**src/rtl/load_store_unit.sv**
```systemverilog
`default_nettype none
// +------------------------------------------------------------------------+
// | Module  : load_store_unit                                              |
// | Brief   : Multi-cycle data-memory access stage with request/ack bus,   |
// |           store lane steering, load extension and wait timeout.        |
// | Revision: 1.0                                                          |
// +------------------------------------------------------------------------+
module load_store_unit #(
  parameter int unsigned MAX_WAIT = 15
) (
  input  logic        clk,
  input  logic        reset,
  input  logic        mem_read,
  input  logic        mem_write,
  input  logic [2:0]  mem,
  input  logic [31:0] addr,
  input  logic [31:0] write_data,
  output logic [31:0] read_data,
  output logic        stall,
  output logic        misaligned,
  output logic        timeout,
  output logic        bus_req,
  output logic        bus_we,
  output logic [31:0] bus_addr,
  output logic [31:0] bus_wdata,
  output logic [3:0]  bus_be,
  input  logic        bus_ack,
  input  logic [31:0] bus_rdata
);

  typedef enum logic [1:0] {
    S_IDLE = 2'd0,
    S_REQ  = 2'd1,
    S_DONE = 2'd2
  } state_t;

  localparam logic [7:0] c_wait_last = 8'(MAX_WAIT - 1);

  state_t      r_state, w_next;
  logic [7:0]  r_wait_cnt;
  logic [31:0] r_read_data, r_bus_addr, r_bus_wdata;
  logic [3:0]  r_bus_be;
  logic        r_bus_req, r_bus_we, r_timeout;
  logic        r_is_load, r_unsigned;
  logic [1:0]  r_size, r_offset;

  logic        w_access, w_byte, w_half, w_misalign, w_start, w_expire;
  logic [31:0] w_wdata, w_load;
  logic [3:0]  w_be;
  logic [7:0]  w_byte_sel;
  logic [15:0] w_half_sel;

  assign w_access   = mem_read | mem_write;
  assign w_byte     = (mem[1:0] == 2'b00);
  assign w_half     = (mem[1:0] == 2'b01);
  assign w_misalign = (w_half & addr[0]) | (~w_byte & ~w_half & (addr[1:0] != 2'b00));
  assign w_start    = (r_state == S_IDLE) & w_access & ~w_misalign;
  assign w_expire   = (r_state == S_REQ) & ~bus_ack & (r_wait_cnt == c_wait_last);

  assign stall      = w_start | (r_state == S_REQ);
  assign misaligned = (r_state == S_IDLE) & w_access & w_misalign;
  assign read_data  = r_read_data;
  assign timeout    = r_timeout;
  assign bus_req    = r_bus_req;
  assign bus_we     = r_bus_we;
  assign bus_addr   = r_bus_addr;
  assign bus_wdata  = r_bus_wdata;
  assign bus_be     = r_bus_be;

  always_comb begin
    w_next = r_state;
    case (r_state)
      S_IDLE:  if (w_start) w_next = S_REQ;
      S_REQ:   if (bus_ack || w_expire) w_next = S_DONE;
      default: w_next = S_IDLE;
    endcase
  end

  // Store lanes are replicated so the addressed bytes carry the operand.
  always_comb begin
    w_wdata = write_data;
    w_be    = 4'b1111;
    if (mem_write) begin
      if (w_byte) begin
        w_wdata = {4{write_data[7:0]}};
        w_be    = 4'b0001 << addr[1:0];
      end else if (w_half) begin
        w_wdata = {2{write_data[15:0]}};
        w_be    = addr[1] ? 4'b1100 : 4'b0011;
      end
    end
  end

  always_comb begin
    w_byte_sel = bus_rdata[7:0];
    case (r_offset)
      2'd1:    w_byte_sel = bus_rdata[15:8];
      2'd2:    w_byte_sel = bus_rdata[23:16];
      2'd3:    w_byte_sel = bus_rdata[31:24];
      default: w_byte_sel = bus_rdata[7:0];
    endcase
    w_half_sel = r_offset[1] ? bus_rdata[31:16] : bus_rdata[15:0];
    case (r_size)
      2'b00:   w_load = {{24{~r_unsigned & w_byte_sel[7]}}, w_byte_sel};
      2'b01:   w_load = {{16{~r_unsigned & w_half_sel[15]}}, w_half_sel};
      default: w_load = bus_rdata;
    endcase
  end

  always_ff @(posedge clk or negedge reset) begin
    if (!reset) r_state <= S_IDLE;
    else        r_state <= w_next;
  end

  always_ff @(posedge clk or negedge reset) begin
    if (!reset) begin
      r_read_data <= '0;
      r_bus_req   <= 1'b0;
      r_bus_we    <= 1'b0;
      r_bus_addr  <= '0;
      r_bus_wdata <= '0;
      r_bus_be    <= '0;
      r_timeout   <= 1'b0;
      r_wait_cnt  <= '0;
      r_is_load   <= 1'b0;
      r_unsigned  <= 1'b0;
      r_size      <= '0;
      r_offset    <= '0;
    end else begin
      r_timeout <= 1'b0;
      case (r_state)
        S_IDLE: begin
          if (w_start) begin
            r_bus_req   <= 1'b1;
            r_bus_we    <= mem_write;
            r_bus_addr  <= {addr[31:2], 2'b00};
            r_bus_wdata <= w_wdata;
            r_bus_be    <= w_be;
            r_is_load   <= ~mem_write;
            r_unsigned  <= mem[2];
            r_size      <= mem[1:0];
            r_offset    <= addr[1:0];
            r_wait_cnt  <= '0;
          end
        end
        S_REQ: begin
          r_wait_cnt <= r_wait_cnt + 8'd1;
          // An ack on the limit cycle takes precedence over the timeout.
          if (bus_ack) begin
            r_bus_req <= 1'b0;
            if (r_is_load) r_read_data <= w_load;
          end else if (w_expire) begin
            r_bus_req <= 1'b0;
            r_timeout <= 1'b1;
            if (r_is_load) r_read_data <= '0;
          end
        end
        default: ;
      endcase
    end
  end

endmodule
`default_nettype wire

```
**config.mk**
```make
export PLATFORM = sky130hd
export DESIGN_NAME = load_store_unit
export DESIGN_NICKNAME = d
export VERILOG_FILES = /design/src/rtl/load_store_unit.sv
export SDC_FILE = /design/constraint.sdc
export NUM_CORES = 1
export LEC_CHECK = 0
export ABC_AREA = 1
export BUFFER_PORTS_ARGS = -buffer_cell sky130_fd_sc_hd__buf_2
export CAP_MARGIN = 20
export CORE_MARGIN = 3
export CORE_UTILIZATION = 50
export CTS_CLUSTER_DIAMETER = 60
export CTS_CLUSTER_SIZE = 40
export DETAILED_ROUTE_END_ITERATION = 8
export PLACE_DENSITY_LB_ADDON = 0.15
export SETUP_SLACK_MARGIN = 0.2
export SLEW_MARGIN = 15
export SYNTH_ARGS = -nofsm -noshare
export SYNTH_HDL_FRONTEND = slang
export SYNTH_SLANG_ARGS = --single-unit
```
**constraint.sdc**
```tcl
create_clock -name clk -period 1.7 [get_ports clk]
set_clock_uncertainty 0.15 [all_clocks]
set_input_delay 0.17 -clock clk [delete_from_list [all_inputs] [get_ports clk]]
set_output_delay 0.17 -clock clk [all_outputs]
set_load 0.01 [all_outputs]
```
# [Word-level counts from Yosys, hierarchy flattened]
# Cells that the tools add are included.
# Widths: inputs -> output; s select.
[classes] muxes=26 shift=1 eq_ne=10 n_reduce_logical=12 n_addsub=1 bitwise_logic=19
[op_table] operator="$mux 32" n=7
[op_table] operator="$pmux 32 s2" n=1
[op_table] operator="$pmux 8 s3" n=1
[op_table] operator="$mux 16" n=1
[op_table] operator="$mux 4" n=4
[op_table] operator="$pmux 8 s2" n=1
[op_table] operator="$and 1x1->1" n=10
[op_table] operator="$add 8x1->8 const B" n=1
[op_table] operator="$eq 2x1->1 const B" n=4
[op_table] operator="$eq 8x4->1 const B" n=1
[op_table] operator="$mux 8" n=1
[op_table] operator="$logic_not 2->1" n=3
[op_table] operator="$mux 1" n=6
[op_table] operator="$not 1->1" n=6
[op_table] operator="$reduce_and 2->1" n=3
[op_table] operator="$reduce_and 3->1" n=2
[op_table] operator="$reduce_bool 2->1" n=3
[op_table] operator="$eq 2x2->1 const B" n=2
[op_table] operator="$mux 2" n=2
[op_table] operator="$pmux 2 s2" n=1
[op_table] operator="$shl 1x2->4 const A" n=1
[op_table] operator="$ne 3x3->1 const B" n=1
[op_table] operator="$or 1x1->1" n=3
[op_table] operator="$ne 2x1->1 const B" n=1
[op_table] operator="other kinds (3)" n=3
[totals] in_bits=104 ff_bits=117 elab_cells=82

# [Logic depth before layout (Yosys ltp)]
# Gate-level depths: netlist of run 1.
[logic_depth] word_depth=9 depth_mapped=10 mapped_depth_nobuf=9

# [Worst setup path before layout of run 1]
# No wires, ideal clock.
[synth_timing] kind="register -> register" from="register r_wait_cnt[0]" to="register r_read_data[15], in the netlist read_data[15]" slack_ns=0.176 arrival_time_ns=1.257 t_required_ns=1.433 path_stages_with_launch=11 path_buffers=1 period_less_slack_ns=1.524 path_cell_list="dfrtp_1 -> inv_1 -> ha_1 -> nand2_1 -> nor2_1 -> nand3_1 -> nand2_1 -> nand3_2 -> buf_2 -> nand2_1 -> nand2_1"
[synth_via] elab_chain_len=4
[synth_lines] item="start: declaration" line_no="40" rtl="logic [7:0] r_wait_cnt;"
[synth_lines] item="start signal: assignment" line_no="147" rtl="r_wait_cnt <= r_wait_cnt + 8'd1;"
[synth_lines] item="$eq 8x4->1" line_no="58" rtl="assign w_expire = (r_state == S_REQ) & ~bus_ack & (r_wait_cnt == c_wait_last);"
[synth_lines] item="$and 1x1->1" line_no="58"
[synth_lines] item="$reduce_bool 2->1 (no line)"
[synth_lines] item="$reduce_and 3->1 (no line)"
[synth_lines] item="end signal: assignment" line_no="151" rtl="if (r_is_load) r_read_data <= w_load;"
[synth_lines] item="end: declaration" line_no="41" rtl="logic [31:0] r_read_data, r_bus_addr, r_bus_wdata;"
# No other way between the ends.
# A chain may end at the register's enable or synchronous reset.

# [Worst setup path after layout of run 1]
[layout_timing] from="register r_state[1]" to="output port stall"
[layout_via] elab_chain_len=4
[layout_lines] item="start: declaration" line_no="39" rtl="state_t r_state, w_next;"
[layout_lines] item="start signal: assignment" line_no="112" rtl="else r_state <= w_next;"
[layout_lines] item="$logic_not 2->1" line_no="57" rtl="assign w_start = (r_state == S_IDLE) & w_access & ~w_misalign;"
[layout_lines] item="$and 1x1->1 (2 in series)" line_no="57"
[layout_lines] item="$or 1x1->1 *" line_no="60" rtl="assign stall = w_start | (r_state == S_REQ);"
[layout_lines] item="end: declaration" line_no="19" rtl="output logic stall,"
# Every way passes the cells marked *; elsewhere a longest branch is shown, timed or not.

==> qor.csv, run 1 <==
metric,value,unit
Routed WL per cell,19.51,um
hold worst-path end,read_data[7]$_DFFE_PN0P_,
dominant cell by count in the synthesized netlist,sky130_fd_sc_hd__nand2_1,
count of buffers inserted at the top-level ports,206,
router iterations before antenna repair,5,
Post-Place Cells,1065,
Initial Util,51.71,%
cell area after synthesis,0.005679,mm^2
Worst Hold Launch,bus_rdata[7],
crit path max fanout,3,
Hold Path Cell Cnt,5,
post-DP HPWL,11790,um
violation count after the first detailed-routing iteration,792,
antenna violations before repair,0,
number of instances in the synthesized netlist,727,
number of sinks on the clock net,117,
"Seq/Total Area, Yosys",51.55,%
sort of element at the end of the critical path,output port,
die outline area,0.01267,mm^2
area added between synthesis and finish,68.41,%
Finished Layout Cells,1214,
RSZ-0062 raised after global routing,yes,
number of global-route vias before repair,6022,
Crit path arrival time,1460,ps
gr usage total,28.49,%
Reg-to-Reg End,bus_wdata[26]$_DFFE_PN0P_,
VDD IR-drop max,1.002,mV
Reg2Reg Setup Slack,-50,ps
average cell area after synthesis,7.812,um^2
via total after detailed routing,6778,
global-route layer with the greatest usage,met2,
DRC errors left,0,
violated checks,setup timing,
CP startpoint kind,flop,
number of flops mapped to enable cells by yosys,0,
area of the core region,0.01098,mm^2
post-layout minimum cycle time,1782,ps
synthesis-stage register bit count,117,
final setup slack of the worst path,-81.97,ps
Final setup viols,21,
vertical die dimension,112.6,um
area post-placement,0.006899,mm^2
number of clock buffers inserted by TritonCTS,17,
final slew viol count,0,
dominant cells by area after synthesis,"sky130_fd_sc_hd__dfrtp_1 52%, sky130_fd_sc_hd__nand2_1 19%, sky130_fd_sc_hd__nand3_1 3.8%",
count of standard-cell rows,38,
Register-to-Register Path Depth,7,
Power Density,1545,mW/mm^2
most common flop cell mapped by yosys,sky130_fd_sc_hd__dfrtp_1,
Final Net Count,1167,
horizontal die dimension,112.6,um
Crit Path Class,flop to output port,
maxcap violations,0,
post-layout util,87.08,%
TritonCTS clock tree,yes,
M3 GR Usage,7.925,%
Critical Path RT,1380,ps
maximum clock frequency,561.2,MHz
clock root cell,sky130_fd_sc_hd__clkbuf_16,
slew of the pin with the lowest slew margin,527.5,ps
Tcrit/Tclk final,104.8,%
Final GP Congestion,0.8745,
depth of the CTS H-tree,4,
clock slew seen by the registers of the worst setup and hold paths,60,ps
number of distinct library cell variants in the gate-level netlist after synthesis,31,
yosys warns,0,
async set-or-reset flop fraction in the synthesized netlist,100.0,%
pin count of the biggest net entering global routing,42,
worst hold path type,input port to flop,
CTS Buffer Depth,2,
via/cell ratio,5.583,
startpoint of the worst register-to-register path,r_state[1]$_DFFE_PN0P_,
number of primary I/O pins,209,
global-route wire length before repair,28970,um
most frequent cells after synthesis,"291 x sky130_fd_sc_hd__nand2_1, 117 x sky130_fd_sc_hd__dfrtp_1, 57 x sky130_fd_sc_hd__inv_1",
layout cell share with drive strength beyond 1,41.62,%
largest area contributor in the netlist,sky130_fd_sc_hd__dfrtp_1,
slew margin rel.,64.75,%
global routing usage on met2,49.57,%
global-route track usage on met1,34.12,%
number of hold-slack violations in the final timing report,0,
clock latency of the later-clocked register in the worst-skew pair,420,ps
sum of overflow across all layers after global routing,0,
share of the synthesized area in the top cell type,51.55,%
leak pwr,5.056,nW
run status,"complete, but fails checks",
"Non-Filler Cell Area, Final",0.009564,mm^2
TNS Setup,-446.8,ps
routed wire length,23690,um
remaining antenna violation count after routing,0,
# diodes,0,
-- cell usage in the layout (no fill, tap or decap), drive strengths merged --
master         n
nand3         47
nor4           1
clkinv         6
o22ai         10
o21ai         54
a21oi         42
dfrtp        117
clkbuf        28
or2            6
nand2        296
inv           62
o21bai         1
ha             2
xnor2          1
xor2           2
nor2          49
buf          242
dlygate4sd3   94
conb           2
clkinvlp       9
nor3           2
and2           1
-- state kept, by name, indices dropped and copies added, names as in the netlist --
signal	count
r_size	2
bus_be	4
timeout	1
r_unsigned	1
bus_addr	30
r_state	2
r_offset	2
read_data	32
r_wait_cnt	8
r_is_load	1
bus_req	1
bus_we	1
bus_wdata	32
-- worst max path at each step --
stage,start,end,slack [ps],cells after the start
after floorplan,r_wait_cnt[0]$_DFFE_PN0P_,read_data[15]$_DFFE_PN0P_,190,10
after global placement,mem[1],r_state[0]$_DFFE_PN0P_,120,7
after detailed placement,r_wait_cnt[0]$_DFFE_PN0P_,read_data[24]$_DFFE_PN0P_,40,10
after CTS,r_state[0]$_DFFE_PN0P_,stall,4,4
after global routing,r_state[1]$_DFFE_PN0P_,r_wait_cnt[7]$_DFFE_PN0P_,-120,7
final,r_state[1]$_DFFE_PN0P_,stall,-80,4
-- cell type report --
class	count	area (um^2)
Clock buffer	18	439.2
Clock inverter	14	107.6
Fill cell	523	1419
Inverter	63	261.5
Multi-Input combinational cell	516	2958
Sequential cell	117	2930
Tap cell	140	175.2
Timing Repair Buffer	346	2693
-- repair_timing --
item	in CTS	in global routing
setup endpoints to repair	100	113
endpoints found under the hold margin	212	0
gates resized for setup	15	218
pin swaps	4	48
hold buffers	94	0
setup buffers	3	7
gates cloned	2	11
-- critical path, cell delays in order, from the launching register on --
cell and delay [ps]:
sky130_fd_sc_hd__dfrtp_1 410, sky130_fd_sc_hd__nor3_2 310, sky130_fd_sc_hd__nand2_4 130, sky130_fd_sc_hd__nand2_4 90, sky130_fd_sc_hd__buf_6 100
-- where the power goes --
part	total (mW)	switching [mW]	internal [mW]	leakage (nW)
clock network	3.32	1.42	1.90	0.244
logic	6.53	3.75	2.77	3.37
registers	4.92	0.964	3.96	1.44
total	14.8	6.14	8.63	5.06
-- metal layers --
metal | vias to the layer above | wire [um]
li1 | 2961 | -
met1 | 3223 | 8511
met2 | 473 | 11970
met3 | 121 | 2030
met4 | 0 | 1178
met5 | - | 0
-- kinds of logic (layout without fill, tap and decap cells) --
logic type,after synthesis,count (layout),share of synthesized area [%]
other,1,2,0.06603
buffers and inverters,95,441,8.482
AO/OA/AOI/OAI,107,107,9.892
XOR/XNOR,3,3,0.4627
AND/OR/NAND/NOR,402,402,29.10
adder cells (fa/ha/maj),2,2,0.4406
flip-flops,117,117,51.55
-- per-stage QoR --
stage,setup WS (ps),power [mW],hold WS [ps]
floorplan,190.3,7.548,-275.6
global placement,124.9,9.412,-78.24
detailed placement,41.64,9.536,-73.22
CTS,3.755,13.13,-20.55
global route,-116.7,15.50,23.77
finish,-81.97,14.77,4.409
No activity file was read; power rests on OpenSTA's default activity.
==> run 2: changes to the inputs <==
--- a/config.mk
+++ b/config.mk
@@ -8,6 +8,7 @@
 export ABC_AREA = 1
 export BUFFER_PORTS_ARGS = -buffer_cell sky130_fd_sc_hd__buf_2
 export CAP_MARGIN = 20
+export CORE_ASPECT_RATIO = 1.4
 export CORE_MARGIN = 3
 export CORE_UTILIZATION = 50
 export CTS_CLUSTER_DIAMETER = 60
==> run 2 against run 1 <==
  * The flow still finishes with violations (setup timing)
  * Clock-buffer cell count unchanged
  * Clock power up 24%
  * Critical endpoint is now misaligned
  * Register-to-register slack worse by 150 ps
  * Worst setup slack worse by 160 ps
  * Final cell count up 1.5%
  * Utilization up 5.0 points
  * Highest routed layer unchanged
  * Critical path depth down 1
  * Fmax down 8.3%
  * Sequential power up 4.9%
  * Final area up 5.7%
==> qor.csv, run 2 (synthesis results as in run 1) <==
metric,value,unit,change
Final setup viols,88,,+320%
sum of overflow across all layers after global routing,0,,unchanged
RSZ-0062 raised after global routing,yes,,
maximum clock frequency,514.7,MHz,-8.3%
leak pwr,5.337,nW,+5.6%
clock slew seen by the registers of the worst setup and hold paths,60,ps,about the same
Buffers & Inverters on Critical Path,2,,+1
Final GP Congestion,0.9098,,+4.0%
crit path max fanout,2,,-1
CTS Buffer Depth,2,,unchanged
DRC errors left,0,,unchanged
horizontal die dimension,96.07,um,-15%
violation count after the first detailed-routing iteration,658,,-17%
post-DP HPWL,11930,um,+1.2%
violated checks,setup timing,,
# diodes,0,,unchanged
Initial Util,51.73,%,about the same
global-route wire length before repair,32070,um,+11%
TritonCTS clock tree,yes,,
via/cell ratio,5.997,,+7.4%
"commonest cells after routing, fill and taps aside","204 x sky130_fd_sc_hd__buf_2, 170 x sky130_fd_sc_hd__nand2_1, 116 x sky130_fd_sc_hd__dfrtp_1",,
final setup slack of the worst path,-242.7,ps,-160.7 ps
area of the core region,0.01098,mm^2,about the same
die outline area,0.01269,mm^2,+0.14%
maxcap violations,0,,unchanged
Tcrit/Tclk final,114.3,%,+9.5 points
vertical die dimension,132.1,um,+17%
worst hold path type,input port to flop,,
Post-Place Cells,1069,,+0.38%
clock latency of the later-clocked register in the worst-skew pair,420,ps,about the same
post-layout minimum cycle time,1943,ps,+160.7 ps
Worst path top cell family by delay,flip-flops,,
routed wire length,28340,um,+20%
CP startpoint kind,flop,,
Routed WL per cell,23.00,um,+18%
delay contributed by the slowest stage of the critical path,420,ps,about the same
number of global-route vias before repair,6699,,+11%
depth of the CTS H-tree,4,,unchanged
router iterations before antenna repair,6,,+1
number of sinks on the clock net,117,,unchanged
Crit Path Class,flop to output port,,
final slew viol count,0,,unchanged
final total power,16.94,mW,+15%
Final Net Count,1184,,+1.5%
most frequent standard cell in the layout excluding fill and tap cells,sky130_fd_sc_hd__buf_2,,
total area of multi-input combinational cells,0.003099,mm^2,+4.8%
Post-Route Hold Slack,28.96,ps,+24.55 ps
area used by sequential logic in the layout,0.002929,mm^2,about the same
Finished Layout Cells,1232,,+1.5%
remaining antenna violation count after routing,0,,unchanged
run status,"complete, but fails checks",,
Power Density,1676,mW/mm^2,+8.5%
count of standard-cell rows,45,,+18%
Crit path arrival time,1620,ps,+160 ps
final-layout fill cell count,392,,-25%
number of clock buffers inserted by TritonCTS,17,,unchanged
Critical Path RT,1380,ps,about the same
area post-placement,0.006948,mm^2,+0.71%
area added between synthesis and finish,78.03,%,
count of buffers inserted at the top-level ports,206,,unchanged
Worst path slowest cell,sky130_fd_sc_hd__dfrtp_1,,
gr usage total,32.49,%,+4.0 points
layout cell share with drive strength beyond 1,46.29,%,+4.7 points
post-layout util,92.09,%,+5.0 points
antenna violations before repair,0,,unchanged
"Non-Filler Cell Area, Final",0.01011,mm^2,+5.7%
pin count of the biggest net entering global routing,45,,+7.1%
sort of element at the end of the critical path,output port,,
clock root cell,sky130_fd_sc_hd__clkbuf_16,,
number of hold-slack violations in the final timing report,0,,unchanged
VDD IR-drop max,1.120,mV,+12%
number of primary I/O pins,209,,unchanged
cell breakdown of the critical path,buf_4 > nor4_1 > buf_2,,
via total after detailed routing,7388,,+9.0%
run 2: cell types whose count changed in the layout (fill, tap and decap cells not counted), sizes merged:
cell	previous run	this run
buf	242	271
bufinv	0	5
clkbuf	28	27
clkinv	6	5
clkinvlp	9	4
dlygate4sd3	94	82
inv	62	63
nand3	47	48
run 2: worst register-to-register path: stages, from the launching register on:
cell	delay, ps
sky130_fd_sc_hd__dfrtp_1	430
sky130_fd_sc_hd__inv_1	120
sky130_fd_sc_hd__o21bai_1	170
sky130_fd_sc_hd__nand3_1	200
sky130_fd_sc_hd__nand3_4	210
sky130_fd_sc_hd__nand3_2	250
sky130_fd_sc_hd__nand2_1	190
sky130_fd_sc_hd__nand2_2	80
run 2: area by class of cell:
type,count,share of cell area (%)
Sequential cell,117,28.97
Clock inverter,14,2.215
Tap cell,141,1.745
Multi-Input combinational cell,517,30.65
Inverter,63,2.648
Clock buffer,18,4.344
Timing Repair Buffer,362,29.43
run 2: stage by stage:
stage / worst slack (ps) / TNS, ps
after global placement: 133.5 / 0
after global routing: -299.8 / -12760
final: -242.7 / -8471
after detailed placement: 89.08 / 0
after floorplan: 190.3 / 0
after CTS: -63.54 / -70.28
run 2: metal layers:
layer / global-route usage (%) / vias up / share of wire [%]
li1: - / 3002 / -
met1: 33.73 / 3465 / 31
met2: 56.55 / 693 / 50
met3: 8.509 / 228 / 10
met4: 19.70 / 0 / 8.7
met5: 0 / - / 0
run 2: path summary, 6_finish.rpt:
kind                                                from  cells past startpoint                   endpoint  slack [ps]
min in group asynchronous                          reset                      2   read_data[0]$_DFFE_PN0P_          80
worst max-delay path              r_state[0]$_DFFE_PN0P_                      3                 misaligned        -240
worst min-delay path                              mem[1]                      3      bus_be[0]$_DFFE_PN0P_          30
worst min register to register  read_data[2]$_DFFE_PN0P_                      2   read_data[2]$_DFFE_PN0P_         330
max in group asynchronous                          reset                      3   bus_addr[13]$_DFFE_PN0P_         740
worst max register to register   r_offset[0]$_DFFE_PN0P_                      7  read_data[31]$_DFFE_PN0P_        -200
run 2: timing repair:
action,CTS,global route
endpoints found under the setup margin,94,117
hold buffers,82,0
cloned,8,11
pin swaps,26,37
gates resized for setup,80,222
hold endpoints to repair,203,0
setup buffers,18,13
run 2: report_power, final:
| part | internal (mW) | total, mW | switching, mW |
|---|---|---|---|
| clock | 2.65 | 4.11 | 1.45 |
| combinational | 3.38 | 7.68 | 4.29 |
| sequential | 3.96 | 5.16 | 1.21 |
| total | 9.99 | 16.9 | 6.95 |
